--- config.mk ---
export PLATFORM = sky130hd
export DESIGN_NAME = mem_access_unit
export DESIGN_NICKNAME = d
export VERILOG_FILES = /design/src/rtl/mem_access_unit.sv
export SDC_FILE = /design/constraint.sdc
export NUM_CORES = 1
export LEC_CHECK = 0
export BUFFER_PORTS_ARGS = -buffer_cell sky130_fd_sc_hd__buf_4
export CORE_AREA = 3 3 173 175
export DETAILED_ROUTE_END_ITERATION = 6
export DIE_AREA = 0 0 176 178
export PLACE_DENSITY = 0.71
export SLEW_MARGIN = 10
export SYNTH_ARGS = -nofsm -noshare
export SYNTH_HDL_FRONTEND = slang
export SYNTH_SLANG_ARGS = --single-unit
--- constraint.sdc ---
create_clock -name clk_i -period 2.68 [get_ports clk_i]
set_input_delay 0.402 -clock clk_i [delete_from_list [all_inputs] [get_ports clk_i]]
set_output_delay 0.402 -clock clk_i [all_outputs]
set_load 0.02 [all_outputs]
--- src/rtl/mem_access_unit.sv ---
// MEM stage access unit: issues one data-memory request per load/store, freezes the
// pipeline until ack or timeout, and owns the MEM/WB pipeline register.
module mem_access_unit #(
  parameter int          TIMEOUT  = 16,
  parameter logic [31:0] ERR_DATA = 32'hDEADBEEF
) (
  input  logic        clk_i,
  input  logic        rst_n_i,
  input  logic [31:0] mem_aluc,
  input  logic [31:0] mem_rd2,
  input  logic        mem_dram_we,
  input  logic        mem_dram_re,
  input  logic [31:0] mem_pc4,
  input  logic [31:0] mem_ext,
  input  logic [31:0] mem_pc,
  input  logic        mem_rf_we,
  input  logic [2:0]  mem_wd_sel,
  input  logic [4:0]  mem_wr,
  input  logic        mem_have_inst,
  output logic        dram_req,
  output logic        dram_we,
  output logic [31:0] dram_addr,
  output logic [31:0] dram_wdata,
  input  logic        dram_ack,
  input  logic [31:0] dram_rdata,
  output logic        mem_stall_o,
  output logic        err_o,
  output logic [31:0] wb_aluc,
  output logic [31:0] wb_pc4,
  output logic [31:0] wb_ext,
  output logic [31:0] wb_pc,
  output logic [31:0] wb_rdata,
  output logic        wb_rf_we,
  output logic [2:0]  wb_wd_sel,
  output logic [4:0]  wb_wr,
  output logic        wb_have_inst
);
  localparam int CW = (TIMEOUT > 1) ? $clog2(TIMEOUT) : 1;
  localparam logic [CW-1:0] CNT_LAST = CW'(TIMEOUT - 1);

  typedef enum logic {S_IDLE, S_WAIT} state_t;

  state_t        state_q, state_d;
  logic [CW-1:0] cnt_q;
  logic          access, timeout_hit, done;

  assign access      = mem_have_inst & (mem_dram_we | mem_dram_re);
  assign timeout_hit = (state_q == S_WAIT) & (cnt_q == CNT_LAST) & ~dram_ack;
  assign done        = (state_q == S_WAIT) & (dram_ack | timeout_hit);

  always_comb begin
    state_d     = state_q;
    mem_stall_o = 1'b0;
    case (state_q)
      S_IDLE: begin
        mem_stall_o = access;
        if (access) state_d = S_WAIT;
      end
      S_WAIT: begin
        mem_stall_o = ~dram_ack & ~timeout_hit;
        if (done) state_d = S_IDLE;
      end
      default: state_d = S_IDLE;
    endcase
  end

  always_ff @(posedge clk_i or negedge rst_n_i) begin
    if (!rst_n_i) begin
      state_q    <= S_IDLE;
      cnt_q      <= '0;
      dram_req   <= 1'b0;
      dram_we    <= 1'b0;
      dram_addr  <= '0;
      dram_wdata <= '0;
      err_o      <= 1'b0;
    end else begin
      state_q <= state_d;
      if (state_q == S_IDLE && access) begin
        // Request is captured once; the frozen pipeline keeps it stable anyway.
        dram_req   <= 1'b1;
        dram_we    <= mem_dram_we;
        dram_addr  <= mem_aluc;
        dram_wdata <= mem_rd2;
        cnt_q      <= '0;
      end else if (done) begin
        dram_req <= 1'b0;
      end else if (state_q == S_WAIT && cnt_q != CNT_LAST) begin
        cnt_q <= cnt_q + 1'b1;
      end
      if (timeout_hit) err_o <= 1'b1;
    end
  end

  // Only a finished WAIT can coincide with stall low, so a load here is ack or timeout.
  logic [31:0] rdata_sel;
  always_comb begin
    rdata_sel = '0;
    if (state_q == S_WAIT && !dram_we) rdata_sel = dram_ack ? dram_rdata : ERR_DATA;
  end

  always_ff @(posedge clk_i or negedge rst_n_i) begin
    if (!rst_n_i) begin
      wb_aluc      <= '0;
      wb_pc4       <= '0;
      wb_ext       <= '0;
      wb_pc        <= '0;
      wb_rdata     <= '0;
      wb_rf_we     <= 1'b0;
      wb_wd_sel    <= '0;
      wb_wr        <= '0;
      wb_have_inst <= 1'b0;
    end else if (mem_stall_o) begin
      wb_rf_we     <= 1'b0;
      wb_have_inst <= 1'b0;
    end else begin
      wb_aluc      <= mem_aluc;
      wb_pc4       <= mem_pc4;
      wb_ext       <= mem_ext;
      wb_pc        <= mem_pc;
      wb_rdata     <= rdata_sel;
      wb_rf_we     <= mem_rf_we;
      wb_wd_sel    <= mem_wd_sel;
      wb_wr        <= mem_wr;
      wb_have_inst <= mem_have_inst;
    end
  end
endmodule

==> results.cfg <==
[run_status]
status = finished, final reports clean

[hold_path]
hold_path_end = wb_pc4[26]$_DFFE_PN0N_
min_from = mem_pc4[26]
holdPathStages = 2
min_path_type = input port to flop

[clocking]
htreeDepth = 1
cts_setup_buffers = 0
cts_tree = built
cts_buffer_depth = 3
cts_made_buffers = 26
root_buffer = clkbuf_16
cts-hold-fix-buffers = 1
clkLatencyLatePin_ns = 0.53
clock_sinks = 242
cts_resized = 0
clkTransAtPathRegs_ns = 0.06

[setup_path]
reg2reg_from = cnt_q[0]$_DFFE_PN0P_
r2r_end = wb_wd_sel[1]$_DFFE_PN0N_
reg2reg_depth = 5
crit_type = flop to output port
worst_setup_path_start_kind = flop
path_max_fanout = 29
cp.buffers_inverters = 2
critPathMaxStageDelay_ns = 0.41
setup.worst_path.start = cnt_q[0]$_DFFE_PN0P_
r2r_slack_ns = 0.56
crit_chain = ha_1, and3_1, o32ai_4, buf_12, buf_4
slowest_stage = dfrtp_1
crit_path_end_kind = output port
cpLargestDelayFamily = buffers and inverters
crit_required_ns = 2.28
cp.arrival_ns = 2.12

[die]
rows = 62
die_h_um = 178
ios = 445
die_w_um = 176
dieArea_um2 = 31300
core_um2 = 28600
start_util_pct = 31.8

[synth]
synth.cell_area_um2 = 9110
ys_types = 28
synth_top_family_by_area = multiplexers
synth_simple_gate_area_share_pct = 2.69
yosys_warnings = 0
syn_nets = 769
synth_cells = 561
synthXorXnorAreaFrac_pct = 0
muxShareOfSynthArea_pct = 24.9
synth-edff-count = 0
async_flop_share_pct = 100
yosysSeqAreaShare_pct = 66.4
synthAdderAreaFrac_pct = 0.137
ys_dominant_reg_cell = dfrtp_1
avgSynthCellArea_um2 = 16.2
synth_compound_area_share_pct = 3.82
ys_seq_elements = 242

[grt]
grt_usage_pct = 15.8
grt_pass1_vias = 6843
grt_antenna_before_repair = 0
grt_pass1_wl_um = 39100
grt_max_degree = 80
gr-total-overflow = 0

[drt]
drt_pass1_iterations = 4
vias_per_cell = 4.51
wl_um = 26200
drt_iter0_markers = 236
wl_per_cell_um = 18.5
dr_total_vias = 6387
ant_nets = 0
drc_errors = 0

[layout]
final_cell_mix = buf_4 (450), dfrtp_1 (242), mux2_2 (146)
fin_nets = 1223
drive_above_1_share_pct = 62.8
areaGrowthSynthToFinish_pct = 51.8
final_common_cell = buf_4

[timing]
setup_viol = 0
setup_tns_ns = 0
slew_headroom_pct = 33.6
drv_slew = 0
hold_viol = 0
skew_ns = 0.00838
fin_crit_ns = 2.52
rsz0062_at_grt = false
fin_crit_sh_pct = 94.1
fmax_ghz = 0.397
worst_pin_slew_ns = 0.997

[pwr]
ir_drop_v = 0.000502
intPower_uw = 8130
power_uw = 11600
power.density_nw_per_um2 = 838
seqPwrFrac_pct = 40.4
p_leak_uw = 0.00664
p_switching_uw = 3470
switching_share_pct = 29.9
clock_power_share_pct = 31.3
pwr-share-comb_pct = 28.3

[flow_run]
cap_violations = 0

[placed_design]
hpwl_um = 19500
place_congestion = 0.735
portBuffers = 444
worst register-to-register path: cells and delay by family (launching register included):
family          cells  cell delay, ns
compound gates      1            0.26
fa+ha+maj           1            0.26
buf+inv             1            0.38
flops               1            0.41
mux                 1            0.47
simple gates        1            0.22
synth_stat cells (2+ instances only):
cell type | count | share of area, %
mux2_1 | 55 | 6.8
nand3_1 | 2 | 0.11
buf_2 | 18 | 0.99
dfrtp_1 | 242 | 66
nor3_1 | 3 | 0.16
buf_4 | 7 | 0.58
o21a_1 | 2 | 0.16
inv_1 | 3 | 0.12
nand2b_1 | 25 | 1.7
clkbuf_1 | 6 | 0.25
mux2_2 | 146 | 18
and3_1 | 4 | 0.27
a22o_1 | 32 | 3.1
nor2_1 | 2 | 0.082
power groups by stage:
stage,registers [uW],clock network [uW],logic (uW)
after floorplan,5510,0,871
after global placement,4720,0,3300
after detailed placement,4750,0,3340
after CTS,4690,3770,3350
after global routing,4760,3910,3490
final,4680,3630,3290
cells by family after synthesis:
logic type | count (synthesis)
adders and majority gates | 1
DFF | 242
AOI/OAI and AO/OA | 40
and+or+nand+nor | 41
buffers and inverters | 35
muxes | 202
flip-flops by register name, summed over array words and instances, names as in the netlist, 4 cells and up:
signal,cells
cnt_q,4
wb_rdata,32
dram_addr,32
wb_ext,32
dram_wdata,32
wb_wr,5
wb_aluc,32
wb_pc4,32
wb_pc,32
area by class of cell:
cell class	count	area [um^2]
Fill cell	2538	14800
Sequential cell	242	6060
Timing Repair Buffer	458	3520
Multi-Input combinational cell	284	2900
Clock buffer	37	783
Tap cell	384	480
Clock inverter	7	88.8
Inverter	3	11.3
Antenna cell	1	2.50
metrics by stage:
| stage | setup WS [ns] | util [%] | hold WS [ns] | instances | area (um^2) |
|---|---|---|---|---|---|
| after floorplan | 0.772 | - | 0.106 | 561 | 9110 |
| after global placement | 0.583 | 45.3 | 0.403 | 1370 | 13000 |
| after detailed placement | 0.578 | 45.3 | 0.405 | 1370 | 13000 |
| after CTS | 0.113 | 48.3 | 0.0568 | 1415 | 13800 |
| after global routing | 0.0348 | 48.3 | 0.0632 | 1415 | 13800 |
| final | 0.158 | 48.4 | 0.0908 | 1416 | 13800 |
per-layer routing:
metal	wire length (um)	vias to the layer above	GRT usage [%]
li1	-	2906	-
met1	9520	3151	17.6
met2	13500	297	28.9
met3	2590	33	5.56
met4	527	0	4.03
met5	0	-	0
how the worst max path moves through the flow:
stage	end	slack, ns	cells past startpoint
CTS	mem_stall_o	0.11	5
global placement	wb_ext[22]$_DFFE_PN0N_	0.58	5
detailed placement	wb_pc[5]$_DFFE_PN0N_	0.58	5
floorplan	mem_stall_o	0.77	5
global route	mem_stall_o	0.03	5
finish	mem_stall_o	0.16	5
(Power assumes the default switching activity.)
